==> src/rtl/greenflow_pkg.sv <==
// Shared types and helpers for the greenflow slot scheduler.
// Status encoding follows the greenflow_gate status_code output.
package greenflow_pkg;

    localparam logic [1:0] ST_GREEN  = 2'b00;
    localparam logic [1:0] ST_YELLOW = 2'b01;
    localparam logic [1:0] ST_RED    = 2'b10;
    localparam logic [1:0] ST_RSVD   = 2'b11;

    localparam int GF_KW_W = 16;

    typedef enum logic [2:0] {
        S_IDLE,
        S_SETTLE,
        S_REPORT,
        S_DWELL,
        S_LOCKOUT
    } gf_state_e;

    // The reserved code is treated as a red verdict.
    function automatic logic is_red(input logic [1:0] status);
        return (status == ST_RED) || (status == ST_RSVD);
    endfunction

endpackage

==> src/rtl/greenflow_rr_arbiter.sv <==
// Combinational round-robin pick: first valid requester at or after rr_ptr_i,
// wrapping modulo NUM_REQ.
module greenflow_rr_arbiter #(
    parameter int NUM_REQ = 4,
    parameter int ID_W    = 2
) (
    input  logic [NUM_REQ-1:0] req_valid_i,
    input  logic [ID_W-1:0]    rr_ptr_i,
    output logic [NUM_REQ-1:0] grant_o,
    output logic [ID_W-1:0]    idx_o,
    output logic               any_o
);

    logic [ID_W:0]   sum;
    logic [ID_W-1:0] cand;

    always_comb begin
        grant_o = '0;
        idx_o   = '0;
        any_o   = 1'b0;
        sum     = '0;
        cand    = '0;
        for (int k = 0; k < NUM_REQ; k++) begin
            sum = {1'b0, rr_ptr_i} + (ID_W+1)'(k);
            if (sum >= (ID_W+1)'(NUM_REQ)) begin
                sum = sum - (ID_W+1)'(NUM_REQ);
            end
            cand = sum[ID_W-1:0];
            if (!any_o && req_valid_i[cand]) begin
                any_o         = 1'b1;
                idx_o         = cand;
                grant_o[cand] = 1'b1;
            end
        end
    end

endmodule

==> src/rtl/greenflow_slot_scheduler.sv <==
// Time-slot scheduler sharing one greenflow_gate among NUM_REQ requesters.
// Define GREENFLOW_FAULT_LOCK_EN to enable the red-verdict LOCKOUT state and fault counter.
module greenflow_slot_scheduler
    import greenflow_pkg::*;
#(
    parameter int NUM_REQ     = 4,
    parameter int KW_W        = GF_KW_W,
    parameter int SETTLE_CYC  = 2,
    parameter int DWELL_CYC   = 1000,
    parameter int FAULT_LIMIT = 3,
    localparam int ID_W       = (NUM_REQ > 1) ? $clog2(NUM_REQ) : 1
) (
    input  logic                    clk,
    input  logic                    rst,
    input  logic [NUM_REQ-1:0]      req_valid,
    input  logic [NUM_REQ*KW_W-1:0] req_kw,
    output logic [NUM_REQ-1:0]      req_ready,
    output logic                    gate_valid,
    output logic [KW_W-1:0]         gate_kw,
    input  logic [KW_W-1:0]         gate_power,
    input  logic [1:0]              gate_status,
    output logic                    grant_valid,
    output logic [ID_W-1:0]         grant_id,
    output logic [KW_W-1:0]         grant_kw,
    output logic [1:0]              grant_status,
    output logic                    fault_lockout,
    input  logic                    clear_fault
);

    localparam int CNT_MAX = (DWELL_CYC > SETTLE_CYC) ? DWELL_CYC : SETTLE_CYC;
    localparam int CNT_W   = $clog2(CNT_MAX + 1);

    gf_state_e         state_q, state_d;
    logic [CNT_W-1:0]  cnt_q, cnt_d;
    logic [ID_W-1:0]   rr_ptr_q, rr_ptr_d;
    logic [ID_W-1:0]   id_q, id_d;
    logic [KW_W-1:0]   kw_q, kw_d;
    logic              gate_valid_q, gate_on_d;
    logic [KW_W-1:0]   gate_kw_q;
    logic              grant_valid_q;
    logic [ID_W-1:0]   grant_id_q;
    logic [KW_W-1:0]   grant_kw_q;
    logic [1:0]        grant_status_q;

    logic [NUM_REQ-1:0] arb_grant;
    logic [ID_W-1:0]    arb_idx;
    logic               arb_any;

    greenflow_rr_arbiter #(
        .NUM_REQ (NUM_REQ),
        .ID_W    (ID_W)
    ) u_arb (
        .req_valid_i (req_valid),
        .rr_ptr_i    (rr_ptr_q),
        .grant_o     (arb_grant),
        .idx_o       (arb_idx),
        .any_o       (arb_any)
    );

`ifdef GREENFLOW_FAULT_LOCK_EN
    localparam int FC_W = $clog2(FAULT_LIMIT + 1);
    logic [FC_W-1:0] fault_cnt_q, fault_cnt_d;
    logic            lockout_q;
`else
    logic unused_clear;
    assign unused_clear = clear_fault;
`endif

    // req_ready is the only combinational output; held low while rst is asserted.
    assign req_ready = (state_q == S_IDLE && !rst) ? arb_grant : '0;

    always_comb begin
        state_d  = state_q;
        cnt_d    = cnt_q;
        rr_ptr_d = rr_ptr_q;
        id_d     = id_q;
        kw_d     = kw_q;
`ifdef GREENFLOW_FAULT_LOCK_EN
        fault_cnt_d = fault_cnt_q;
`endif
        case (state_q)
            S_IDLE: begin
                if (arb_any) begin
                    id_d     = arb_idx;
                    kw_d     = req_kw[int'(arb_idx)*KW_W +: KW_W];
                    rr_ptr_d = (arb_idx == ID_W'(NUM_REQ-1)) ? '0 : arb_idx + 1'b1;
                    cnt_d    = '0;
                    state_d  = S_SETTLE;
                end
            end
            S_SETTLE: begin
                if (cnt_q == CNT_W'(SETTLE_CYC-1)) begin
                    cnt_d   = '0;
                    state_d = S_REPORT;
                end else begin
                    cnt_d = cnt_q + 1'b1;
                end
            end
            S_REPORT: begin
                cnt_d = '0;
`ifdef GREENFLOW_FAULT_LOCK_EN
                if (is_red(grant_status_q)) begin
                    if (fault_cnt_q >= FC_W'(FAULT_LIMIT-1)) begin
                        fault_cnt_d = FC_W'(FAULT_LIMIT);
                        state_d     = S_LOCKOUT;
                    end else begin
                        fault_cnt_d = fault_cnt_q + 1'b1;
                        state_d     = S_DWELL;
                    end
                end else begin
                    fault_cnt_d = '0;
                    state_d     = S_DWELL;
                end
`else
                state_d = is_red(grant_status_q) ? S_IDLE : S_DWELL;
`endif
            end
            S_DWELL: begin
                if (cnt_q == CNT_W'(DWELL_CYC-1)) begin
                    cnt_d   = '0;
                    state_d = S_IDLE;
                end else begin
                    cnt_d = cnt_q + 1'b1;
                end
            end
            S_LOCKOUT: begin
`ifdef GREENFLOW_FAULT_LOCK_EN
                if (clear_fault) begin
                    fault_cnt_d = '0;
                    state_d     = S_IDLE;
                end
`else
                state_d = S_IDLE;
`endif
            end
            default: state_d = S_IDLE;
        endcase
    end

    assign gate_on_d = (state_d == S_SETTLE) || (state_d == S_REPORT) || (state_d == S_DWELL);

    always_ff @(posedge clk) begin
        if (rst) begin
            state_q        <= S_IDLE;
            cnt_q          <= '0;
            rr_ptr_q       <= '0;
            gate_valid_q   <= 1'b0;
            gate_kw_q      <= '0;
            grant_valid_q  <= 1'b0;
            grant_id_q     <= '0;
            grant_kw_q     <= '0;
            grant_status_q <= ST_GREEN;
        end else begin
            state_q       <= state_d;
            cnt_q         <= cnt_d;
            rr_ptr_q      <= rr_ptr_d;
            gate_valid_q  <= gate_on_d;
            gate_kw_q     <= gate_on_d ? kw_d : '0;
            grant_valid_q <= (state_d == S_REPORT);
            // Gate result is captured on the last settle cycle.
            if (state_q == S_SETTLE && state_d == S_REPORT) begin
                grant_id_q     <= id_q;
                grant_kw_q     <= gate_power;
                grant_status_q <= gate_status;
            end
        end
    end

    always_ff @(posedge clk) begin
        id_q <= id_d;
        kw_q <= kw_d;
    end

`ifdef GREENFLOW_FAULT_LOCK_EN
    always_ff @(posedge clk) begin
        if (rst) begin
            fault_cnt_q <= '0;
            lockout_q   <= 1'b0;
        end else begin
            fault_cnt_q <= fault_cnt_d;
            lockout_q   <= (state_d == S_LOCKOUT);
        end
    end
    assign fault_lockout = lockout_q;
`else
    assign fault_lockout = 1'b0;
`endif

    assign gate_valid   = gate_valid_q;
    assign gate_kw      = gate_kw_q;
    assign grant_valid  = grant_valid_q;
    assign grant_id     = grant_id_q;
    assign grant_kw     = grant_kw_q;
    assign grant_status = grant_status_q;

endmodule

==> config.mk <==
export PLATFORM = sky130hd
export DESIGN_NAME = greenflow_slot_scheduler
export DESIGN_NICKNAME = d
export VERILOG_FILES = /design/src/rtl/greenflow_pkg.sv /design/src/rtl/greenflow_rr_arbiter.sv /design/src/rtl/greenflow_slot_scheduler.sv
export SDC_FILE = /design/constraint.sdc
export NUM_CORES = 1
export LEC_CHECK = 0
export BUFFER_PORTS_ARGS = -buffer_cell sky130_fd_sc_hd__buf_2
export CAP_MARGIN = 20
export CORE_UTILIZATION = 29
export DETAILED_ROUTE_END_ITERATION = 10
export GPL_TIMING_DRIVEN = 0
export SETUP_SLACK_MARGIN = 0.02
export SLEW_MARGIN = 25
export SYNTH_ARGS = -nofsm -noshare
export SYNTH_HDL_FRONTEND = slang
export SYNTH_SLANG_ARGS = --single-unit
export TNS_END_PERCENT = 10
==> constraint.sdc <==
create_clock -name clk -period 2.9 [get_ports clk]
set_input_delay 0.29 -clock clk [delete_from_list [all_inputs] [get_ports clk]]
set_output_delay 0.29 -clock clk [all_outputs]
set_load 0.01 [all_outputs]
======== Yosys cells after proc, flatten, opt, wreduce, memory -nomap -nowiden ========
Index checks and enable logic that the tools add are counted.
word-level totals
  register bits ........................... 71
  bits of input ports ..................... 89
  output and inout bits ................... 43
cells by class
  add/subtract/negate cells ............... 9
  order comparisons ....................... 12
  equality and inequality tests ........... 12
  shift-type cells ........................ 1
  muxes and demuxes ....................... 45
  bitwise gates (word level) .............. 4
  reduce and logical (&&, ||, !) cells .... 21
operators by type and width
  cell                                                        count
  indexed part select 64 x 7 -> 16 bit                        1
  one-hot mux 10 bit (4 select lines)                         1
  2-to-1 mux 16 bit                                           2
  2-to-1 mux 10 bit                                           3
  2-to-1 mux 2 bit                                            10
  2-to-1 mux 4 bit                                            5
  equality test 3 x 2 -> 1 bit, second input constant         4
  less-than comparator 2 x 3 -> 1 bit, second input constant  4
  2-to-1 mux 1 bit                                            12
  bitwise OR 4 bit                                            3
  one-hot mux 3 bit (4 select lines)                          1
  adder 10 x 1 -> 10 bit, second input constant               1
  equality test 10 x 1 -> 1 bit, second input constant        1
  equality test 10 bit, second input constant                 1
  >= comparator 3 bit, second input constant                  3
  logical AND 1 bit                                           9
  2-to-1 mux 3 bit                                            3
  binary-select mux 1 bit (select 2 bit)                      4
  demux 1 bit (select 2 bit)                                  4
  >= comparator 2 x 1 -> 1 bit, second input constant         4
  subtractor 2 x 1 -> 2 bit, second input constant            4
  adder 2 x 2 -> 3 bit, second input constant                 2
  equality test 2 bit, second input constant                  3
  equality test 3 x 1 -> 1 bit, second input constant         2
  11 further kinds                                            17

======== Longest topological paths before layout ========
Gate-level depths: netlist of the first run.
  word-level depth ........................ 21
  mapped depth ............................ 12

======== Modules after synthesis ========
Synthesis of the first run repeated with hierarchy kept, for this count alone.
second synthesis, totals
  cells, all modules ...................... 346
  area, all modules ....................... 3674.8 um2
by module, submodules not included
  module                    times used  cells each  area an instance (um2)  seq. area each (um2)
  greenflow_slot_scheduler  1           301         3253.1                  1441.4
  greenflow_rr_arbiter      1           45          421.7                   0.0

======== Worst setup path after synthesis of the first run ========
Ideal clock, no wire load.
  path type ............................... register to register
  start point ............................. register with a tool-made name
  end point ............................... register kw_q[8]
  arrival ................................. 2598 ps
  path slack .............................. 168 ps
  stages on the path, launching flop included .. 13
  path buffers ............................ 4
  period minus slack after synthesis ...... 2732 ps
  cells stage by stage .................... dfxtp_1 > buf_4 > inv_1 > ha_1 > buf_2 > mux4_2 > o21bai_1 > and2_1 > buf_2 > clkbuf_2 > o21ai_0 > a31o_1 > a21oi_1
RTL lines
  item                    RTL line                         RTL
  end signal: assignment  greenflow_slot_scheduler.sv:171  kw_q <= kw_d;
  end: declaration        greenflow_slot_scheduler.sv:37   logic [KW_W-1:0] kw_q, kw_d;

==> results.tsv, run 1 <==
stage	metric	value	unit
cts	cts_sinks	71	
hold_path	hp-class	input port to flop	
sta	rsz0062_at_grt	false	
sta	hold_ws	0.196	ns
critical_path	cp.arrival	2.44	ns
floorplanning	die_w	115	um
power_and_ir_drop	leakage	2.29	nW
sta	hold_viol	0	
layout	final_common_cell	buf_2	
logic_synthesis	synth-seq-area-share	38.9	%
cts	cts_tree	yes	
logic_synthesis	syn_inst	395	
floorplanning	die_h	115	um
sta	timing.final.crit_share	94.0	%
critical_path	required	2.61	ns
cts	clk_pin_slew	0.06	ns
critical_path	crit_fanout	9	
cts	cts-root-buf	clkbuf_16	
place	place_congestion	0.846	
drt	drc	0	
drt	first_pass_iters	4	
critical_path	timing.rr.end	gate_kw[10]$_SDFF_PP0_	
drt	postRouteAntennaNets	0	
drt	drt_wl_total	9990	um
critical_path	r2r_cells	11	
cts	clockBufferDepth	2	
drt	drt_iter0_markers	156	
logic_synthesis	synth-edff-count	2	
critical_path	criticalPathCategory	flop to primary output	
logic_synthesis	ys_seq_elements	71	
critical_path	rrSetupSlack	0.22	ns
layout	layout_common_cells	buf_2, dfxtp_1, nor2_1, mux2i_1, o21ai_0	
layout	nNetsFinal	636	
logic_synthesis	yosys_warnings	0	
run	maxCapViolations	0	
status	status	finished, final reports clean	
floorplanning	core	0.0122	mm^2
cts	numCtsBuffers	9	
power_and_ir_drop	powerDensity	682	mW/mm^2
layout	layout-drive-gt1-share	35.7	%
sta	tns	0	ns
floorplanning	fp.dieArea	0.0132	mm^2
global_route	first_global_vias	3361	
drt	vias_per_cell	4.82	
place	hpwl	7580	um
critical_path	crit_path_start_kind	flop	
logic_synthesis	synth_area	0.00370	mm^2
layout	area_growth	32.8	%
sta	relSlewSlack	51.9	%
power_and_ir_drop	p_total	3.36	mW
cts	h-tree-depth	3	
place	pre_cts_ws	-0.299	ns
floorplanning	row_count	40	
sta	setup_ws	0.175	ns
logic_synthesis	synth_top_flop_cell	dfxtp_1	
drt	wl_per_cell	14.0	um
power_and_ir_drop	vdd_ir_drop_max	0.275	mV
critical_path	cp-endpoint	req_ready[3]	
sta	tightest_slew	0.721	ns
global_route	grt_pass1_wl	16200	um
sta	fmax	367	MHz
logic_synthesis	async_reset_ff_share	0	%
sta	setup-violations-final	0	
critical_path	end_kind	primary output	
floorplanning	pin_count	132	
global_route	grt_use_total	15.6	%
floorplanning	start_util	30.3	%
logic_synthesis	avgSynthCellArea	9.38	um^2
drt	via_count	3430	
global_route	antenna_found_initial	0	
sta	fin_skew	0.0108	ns
logic_synthesis	ys_types	60	
global_route	grt-ovfl-total	0	
sta	drv_slew	0	
global_route	grt_max_degree	14	
layout	diodes	0	
sta	post-route-min-period	2.73	ns
cts	clock_latency	0.33	ns
layout	fin_util	40.3	%
place	port_buffers	125	
-- sequential cells by signal, indices dropped and copies added, names as in the netlist, named ones only --
name,flops
state_q,3
gate_valid,1
grant_status,2
cnt_q,10
grant_id,2
id_q,2
gate_kw,16
grant_kw,16
kw_q,16
rr_ptr_q,1
grant_valid,1
-- worst max-delay path: stages (launching register included) --
cell and delay [ns]:
dfxtp_4 0.36, clkinvlp_4 0.11, ha_1 0.31, buf_6 0.14, mux4_2 0.38, nor2b_4 0.14, buf_6 0.13, a22oi_1 0.07
nor2_1 0.15, a221oi_2 0.06, nor2_1 0.11, buf_2 0.14
-- cells in the mapped netlist, types with 4 or more instances --
master / instances / area (um^2)
and3_1: 11 / 68.8
a22oi_1: 4 / 30.0
nand3_1: 22 / 110
inv_1: 7 / 26.3
a221oi_1: 4 / 35.0
xnor2_1: 4 / 35.0
nor2_1: 59 / 221
mux2i_1: 30 / 300
dfxtp_1: 69 / 1380
a211oi_1: 17 / 128
clkbuf_1: 12 / 45.0
a31o_1: 5 / 43.8
xor2_1: 7 / 61.3
a211oi_2: 5 / 62.6
nand2_1: 6 / 22.5
o21ai_0: 27 / 135
nor2b_1: 4 / 25.0
mux2i_4: 5 / 113
nor3_1: 8 / 40.0
buf_6: 4 / 45.0
a31o_2: 4 / 35.0
ha_1: 9 / 113
a21oi_1: 11 / 55.1
nand4_1: 6 / 37.5
buf_2: 7 / 35.0
-- power breakdown --
group / internal (mW) / total (mW) / switching, mW
Clock: 0.631 / 1.06 / 0.426
Sequential: 1.12 / 1.17 / 0.0506
Combinational: 0.512 / 1.13 / 0.614
Total: 2.27 / 3.36 / 1.09
-- layout make-up --
| cell class | instances | area (um^2) |
|---|---|---|
| fill | 1230 | 7290 |
| timing repair buffer | 132 | 678 |
| clock inverter | 5 | 38.8 |
| buffer | 31 | 200 |
| tap | 168 | 210 |
| sequential | 71 | 1450 |
| inverter | 7 | 30.0 |
| clock buffer | 11 | 253 |
| multi-input combinational | 286 | 2060 |
-- logic make-up after synthesis --
kind of cell	count (synthesis)	synth area share (%)
AOI/OAI and AO/OA	92	17.9
xor gates and xnor gates	11	2.60
adders and majority gates	9	3.04
buffers and inverters	39	6.11
DFF	71	38.9
muxes	39	13.4
other	1	0.101
and+or+nand+nor	133	18.0
-- metal layers --
layer | part of all wire [%] | wire length, um | up-vias | GRT usage [%]
li1 | - | - | 1713 | -
met4 | 1.1 | 106 | 0 | 5.71
met2 | 48 | 4840 | 114 | 26.4
met5 | 0 | 0 | - | 0
met3 | 5.8 | 580 | 14 | 3.95
met1 | 45 | 4470 | 1589 | 19.2
-- stage by stage --
stage | std cells | cell area (um^2)
floorplan | 396 | 3710
global placement | 689 | 4540
detailed placement | 689 | 4540
CTS | 707 | 4880
global route | 711 | 4920
finish | 711 | 4920
-- timing repair --
item,CTS,global route
gates resized for setup,11,4
setup endpoints to repair,36,31
hold buffers,0,0
pin swaps,1,2
setup buffers,2,5
-- worst min-delay path by stage --
stage	to	slack (ns)	from	cells after the start
2_1_floorplan	grant_kw[0]$_SDFFE_PP0P_	0.43	gate_power[0]	2
4_1_cts	grant_status[0]$_SDFFE_PP0P_	0.19	gate_status[0]	3
6_report	grant_kw[14]$_SDFFE_PP0P_	0.20	gate_power[14]	3
3_3_place_gp	grant_id[0]$_SDFFE_PP0P_	0.46	id_q[0]$_DFFE_PP_	2
5_1_grt	grant_kw[14]$_SDFFE_PP0P_	0.21	gate_power[14]	3
3_5_place_dp	grant_id[0]$_SDFFE_PP0P_	0.48	id_q[0]$_DFFE_PP_	2
Note: power is estimated with default switching activity, not from simulation.
==> run 2: changes to the inputs <==
==> constraint.sdc (replaced) <==
create_clock -name clk -period 2.9 [get_ports clk]
set_input_delay 0 -clock clk [delete_from_list [all_inputs] [get_ports clk]]
set_output_delay 0 -clock clk [all_outputs]
set_load 0.01 [all_outputs]
==> results.tsv, run 2 (same netlist as run 1, synthesis figures left out) <==
stage	metric	value	unit
sta	relSlewSlack	52.3	%
floorplanning	fp.dieArea	0.0132	mm^2
layout	final_common_cell	buf_2	
power_and_ir_drop	leakage	2.38	nW
place	place_congestion	0.846	
sta	tightest_slew	0.716	ns
drt	drt_wl_total	10400	um
sta	rsz0062_at_grt	true	
drt	drt_iter0_markers	130	
floorplanning	die_h	115	um
cts	cts-root-buf	clkbuf_16	
drt	wl_per_cell	14.2	um
place	pre_cts_ws	-0.299	ns
global_route	grt_max_degree	14	
floorplanning	row_count	40	
sta	drv_slew	0	
cts	cts_tree	yes	
cts	numCtsBuffers	9	
critical_path	crit_top_cell	clkbuf_4	
sta	tns	0	ns
critical_path	required	3.11	ns
critical_path	rrSetupSlack	0.12	ns
global_route	grt.busiest_layer	met2	
sta	post-route-min-period	2.78	ns
global_route	met3_usage	3.95	%
critical_path	crit_path_start_kind	flop	
power_and_ir_drop	p_total	3.40	mW
critical_path	cp_slowest_cell	dfxtp_4	
drt	drc	0	
global_route	use_met2	28.1	%
critical_path	cp.arrival	3.00	ns
critical_path	cp_slowest_stage_delay	0.38	ns
critical_path	end_kind	flop	
power_and_ir_drop	vdd_ir_drop_max	0.306	mV
sta	hold_viol	0	
drt	vias_per_cell	4.80	
cts	h-tree-depth	3	
status	status	finished, final reports clean	
global_route	grt_pass1_wl	16700	um
global_route	grt-ovfl-total	0	
global_route	antenna_found_initial	0	
sta	setup-violations-final	0	
floorplanning	pin_count	132	
layout	area_growth	39.3	%
layout	diodes	0	
cts	cts_sinks	71	
layout	nNetsFinal	658	
drt	postRouteAntennaNets	0	
sta	fin_skew	0.0109	ns
place	port_buffers	125	
drt	first_pass_iters	4	
power_and_ir_drop	powerDensity	658	mW/mm^2
cts	clockBufferDepth	2	
layout	layout-drive-gt1-share	34.2	%
hold_path	hp-class	input port to flop	
layout	layout_common_cells	buf_2, dfxtp_1, nor2_1, mux2i_1, dlygate4sd3_1	
floorplanning	core	0.0122	mm^2
layout	fillCellCount	1221	
place	dp.cells	689	
floorplanning	start_util	30.3	%
place	hpwl	7580	um
critical_path	crit_fanout	10	
layout	final_cells	733	
global_route	first_global_vias	3476	
sta	setup_ws	0.116	ns
drt	via_count	3520	
critical_path	criticalPathCategory	flop to flop	
sta	fmax	359	MHz
floorplanning	die_w	115	um
run	maxCapViolations	0	
global_route	grt_util_met1	19.2	%
sta	timing.final.crit_share	96.0	%
global_route	grt_use_total	16.1	%
cts	clk_pin_slew	0.06	ns
critical_path	crit_chain	buf_6 -> inv_1 -> ha_1 -> clkbuf_4 -> mux4_2 -> o21bai_2 -> and2_1 -> buf_2 -> clkbuf_4 -> o21ai_0 -> a31o_1 -> a21oi_1	
cts	clock_latency	0.33	ns
## run 2: cell types whose count changed in the layout (fill, tap and decap cells not counted), moves of 3 or more
cell / change
dlygate4sd3_1: +24
clkbuf_4: +3
o21ai_0: -6
buf_4: -3
o21ai_1: +7
## run 2: through the flow
| stage | hold WS, ns | utilization [%] | area [um^2] |
|---|---|---|---|
| floorplan | 0.144 | - | 3710 |
| global placement | 0.233 | 37.2 | 4540 |
| detailed placement | 0.244 | 37.2 | 4540 |
| CTS | 0.00168 | 41.7 | 5090 |
| global route | 0.00231 | 42.3 | 5160 |
| finish | 0.00747 | 42.3 | 5160 |
## run 2: path summary, 6_finish.rpt
path,startpoint,endpoint,cells past startpoint
worst min register to register,grant_kw[5]$_SDFFE_PP0P_,grant_kw[5]$_SDFFE_PP0P_,2
worst max register to register,flop,kw_q[13]$_DFF_P_,12
worst max-delay path,flop,kw_q[13]$_DFF_P_,12
worst min-delay path,req_kw[51],kw_q[3]$_DFF_P_,3
## run 2: what timing repair did
item	4_1_cts	5_1_grt
setup endpoints to repair	36	34
buffers inserted	2	3
pin swaps	1	7
hold buffers	23	1
resized for setup	6	19
hold endpoints to repair	22	1
## run 2: routing by layer
layer  up-vias  part of all wire, %
met5         -                    0
met1      1616                   43
li1       1760                    -
met2       126                   49
met4         0                  1.5
met3        18                  6.0
## run 2: final cells by class
class | instances | area [um^2] | area share, %
inverter | 7 | 26.3 | 0.509
sequential | 71 | 1450 | 28.0
clock inverter | 5 | 38.8 | 0.751
buffer | 31 | 210 | 4.07
clock buffer | 11 | 253 | 4.90
multi-input combinational | 286 | 2070 | 40.1
tap | 168 | 210 | 4.07
timing repair buffer | 154 | 907 | 17.6
## run 2: worst max-delay path, delay by kind of cell (launching register included)
family | cells | cell delay, ns
AO/OA/AOI/OAI | 4 | 0.68
adder cells (fa/ha/maj) | 1 | 0.30
buffers and inverters | 5 | 0.79
flip-flops | 1 | 0.38
multiplexers | 1 | 0.37
AND/OR/NAND/NOR | 1 | 0.15
## run 2: power by group
part	switching, mW	total [mW]	internal (mW)
clock	0.426	1.06	0.631
combinational	0.618	1.17	0.547
sequential	0.0555	1.18	1.12
==> run 3: changes to the inputs <==
--- a/config.mk
+++ b/config.mk
@@ -11,3 +11,2 @@
 export DETAILED_ROUTE_END_ITERATION = 10
-export GPL_TIMING_DRIVEN = 0
 export SETUP_SLACK_MARGIN = 0.02
==> constraint.sdc (replaced) <==
create_clock -name clk -period 2.9 [get_ports clk]
set_input_delay 0.145 -clock clk [delete_from_list [all_inputs] [get_ports clk]]
set_output_delay 0.145 -clock clk [all_outputs]
set_load 0.01 [all_outputs]
==> results.tsv, run 3 (same netlist as run 1, synthesis figures left out) <==
stage	metric	value	unit
cts	h-tree-depth	3	
hold_path	min_from	gate_power[12]	
power_and_ir_drop	swShare	30.2	%
floorplanning	pin_count	132	
cts	cts_sinks	71	
sta	post-route-min-period	2.63	ns
layout	layout_common_cells	buf_2, dfxtp_1, nor2_1, mux2i_1, o21ai_0	
sta	relSlewSlack	51.6	%
critical_path	critical_path_buf_inv_count	3	
hold_path	hold_path_depth	3	
sta	tns	0	ns
cts	clock_latency	0.34	ns
place	place_congestion	0.821	
global_route	first_global_vias	3231	
global_route	grt_use_total	15.3	%
cts	clockBufferDepth	2	
sta	setup_ws	0.266	ns
sta	hold_viol	0	
power_and_ir_drop	power_switching	1.04	mW
sta	fin_skew	0.0106	ns
global_route	grt-ovfl-total	0	
critical_path	cp_slowest_stage_delay	0.42	ns
drt	via_count	3372	
critical_path	required	2.76	ns
drt	drt_wl_total	9470	um
power_and_ir_drop	clock_power_share	36.1	%
layout	layout-drive-gt1-share	35.1	%
power_and_ir_drop	powerDensity	715	mW/mm^2
drt	drc	0	
sta	drv_slew	0	
floorplanning	row_count	40	
layout	fillCellCount	1270	
cts	cts_hold_buf	0	
critical_path	cp.arrival	2.49	ns
critical_path	criticalPathCategory	flop to primary output	
critical_path	crit_top_cell	nor2_1	
drt	drt_iter0_markers	148	
critical_path	crit_chain	inv_1 -> ha_2 -> buf_4 -> nor2_1 -> a22o_1 -> a32oi_1 -> o21ai_1 -> a221oi_1 -> nor2_1 -> buf_2	
sta	fmax	380	MHz
critical_path	crit_fanout	7	
power_and_ir_drop	sequentialPowerShare	33.7	%
sta	tightest_slew	0.722	ns
drt	wl_per_cell	13.7	um
critical_path	r2r_cells	8	
layout	nNetsFinal	617	
layout	diodes	0	
floorplanning	start_util	30.3	%
place	hpwl	7050	um
layout	final_common_cell	buf_2	
floorplanning	fp.dieArea	0.0132	mm^2
cts	numCtsBuffers	9	
critical_path	timing.rr.end	gate_kw[8]$_SDFF_PP0_	
drt	first_pass_iters	4	
cts	cts.repair.resized	0	
power_and_ir_drop	combPwrFrac	30.2	%
drt	vias_per_cell	4.87	
floorplanning	core	0.0122	mm^2
layout	area_growth	30.7	%
hold_path	hp-class	input port to flop	
cts	cts_tree	yes	
critical_path	crit_family	compound AO/OA/AOI/OAI gates	
power_and_ir_drop	intPower	2.42	mW
drt	postRouteAntennaNets	0	
power_and_ir_drop	vdd_ir_drop_max	0.432	mV
status	status	finished, final reports clean	
hold_path	min_to	grant_kw[12]$_SDFFE_PP0P_	
critical_path	rrSetupSlack	0.28	ns
cts	cts_setup_buffers	0	
global_route	grt_max_degree	29	
place	pre_cts_ws	0.238	ns
global_route	antenna_found_initial	0	
power_and_ir_drop	leakage	2.24	nW
critical_path	path_depth	10	
sta	timing.final.crit_share	90.8	%
global_route	grt_pass1_wl	15600	um
floorplanning	die_w	115	um
critical_path	crit_path_start_kind	flop	
cts	clk_pin_slew	0.06	ns
cts	cts-root-buf	clkbuf_16	
critical_path	cp_slowest_cell	ha_2	
place	port_buffers	129	
run	maxCapViolations	0	
layout	fin_util	39.6	%
floorplanning	die_h	115	um
sta	setup-violations-final	0	
critical_path	end_kind	primary output	
sta	rsz0062_at_grt	false	
==> run 3: cell types whose count changed in the layout (fill, tap and decap cells not counted), moves of 3 or more <==
cell / delta
dlygate4sd3_1: -24
o21ai_1: -6
buf_4: +9
clkbuf_1: -8
buf_1: -3
clkbuf_4: -3
o21ai_0: +6
buf_6: -6
==> run 3: power groups by stage <==
stage / logic, mW / registers [mW] / clock network [mW]
3_3_place_gp: 1.02 / 1.18 / 0
4_1_cts: 1.05 / 1.17 / 1.29
3_5_place_dp: 1.05 / 1.19 / 0
6_report: 1.05 / 1.16 / 1.25
5_1_grt: 1.16 / 1.18 / 1.33
2_1_floorplan: 0.793 / 1.19 / 0
==> run 3: worst max path at each step <==
stage / start / to / slack (ns)
final: flop / req_ready[3] / 0.27
after global placement: flop / gate_kw[1]$_SDFF_PP0_ / 0.26
after floorplan: flop / kw_q[8]$_DFF_P_ / 0.17
after detailed placement: flop / gate_kw[8]$_SDFF_PP0_ / 0.24
after global routing: flop / req_ready[0] / 0.07
after CTS: flop / req_ready[0] / 0.13
==> run 3: final cells by class <==
type	instances	area [um^2]	share of cell area [%]
Clock inverter	4	75.1	1.55
Inverter	7	26.3	0.543
Timing Repair Buffer	144	771	15.9
Multi-Input combinational cell	286	2050	42.3
Sequential cell	71	1440	29.8
Clock buffer	12	268	5.53
Tap cell	168	210	4.34
==> run 3: worst min-delay path, delay by kind of cell <==
kind | cells | cell delay (ns)
multiplexers | 1 | 0.05
buffers and inverters | 1 | 0.07
AND/OR/NAND/NOR | 1 | 0.07
==> run 3: metrics by stage <==
stage	instances	total power, mW	hold slack (ns)	cell area, um^2
after global routing	692	3.67	0.0378	4840
after global placement	676	2.20	0.377	4490
after floorplan	396	1.99	0.289	3710
final	692	3.46	0.0382	4840
after CTS	692	3.50	0.0253	4840
after detailed placement	676	2.23	0.383	4500
==> run 3: routing by layer <==
| layer | up-vias | part of all wire, % | GRT usage [%] |
|---|---|---|---|
| met5 | - | 0 | 0 |
| met4 | 0 | 1.3 | 5.37 |
| met3 | 12 | 7.0 | 5.43 |
| met2 | 112 | 47 | 25.3 |
| met1 | 1566 | 45 | 18.3 |
| li1 | 1682 | - | - |
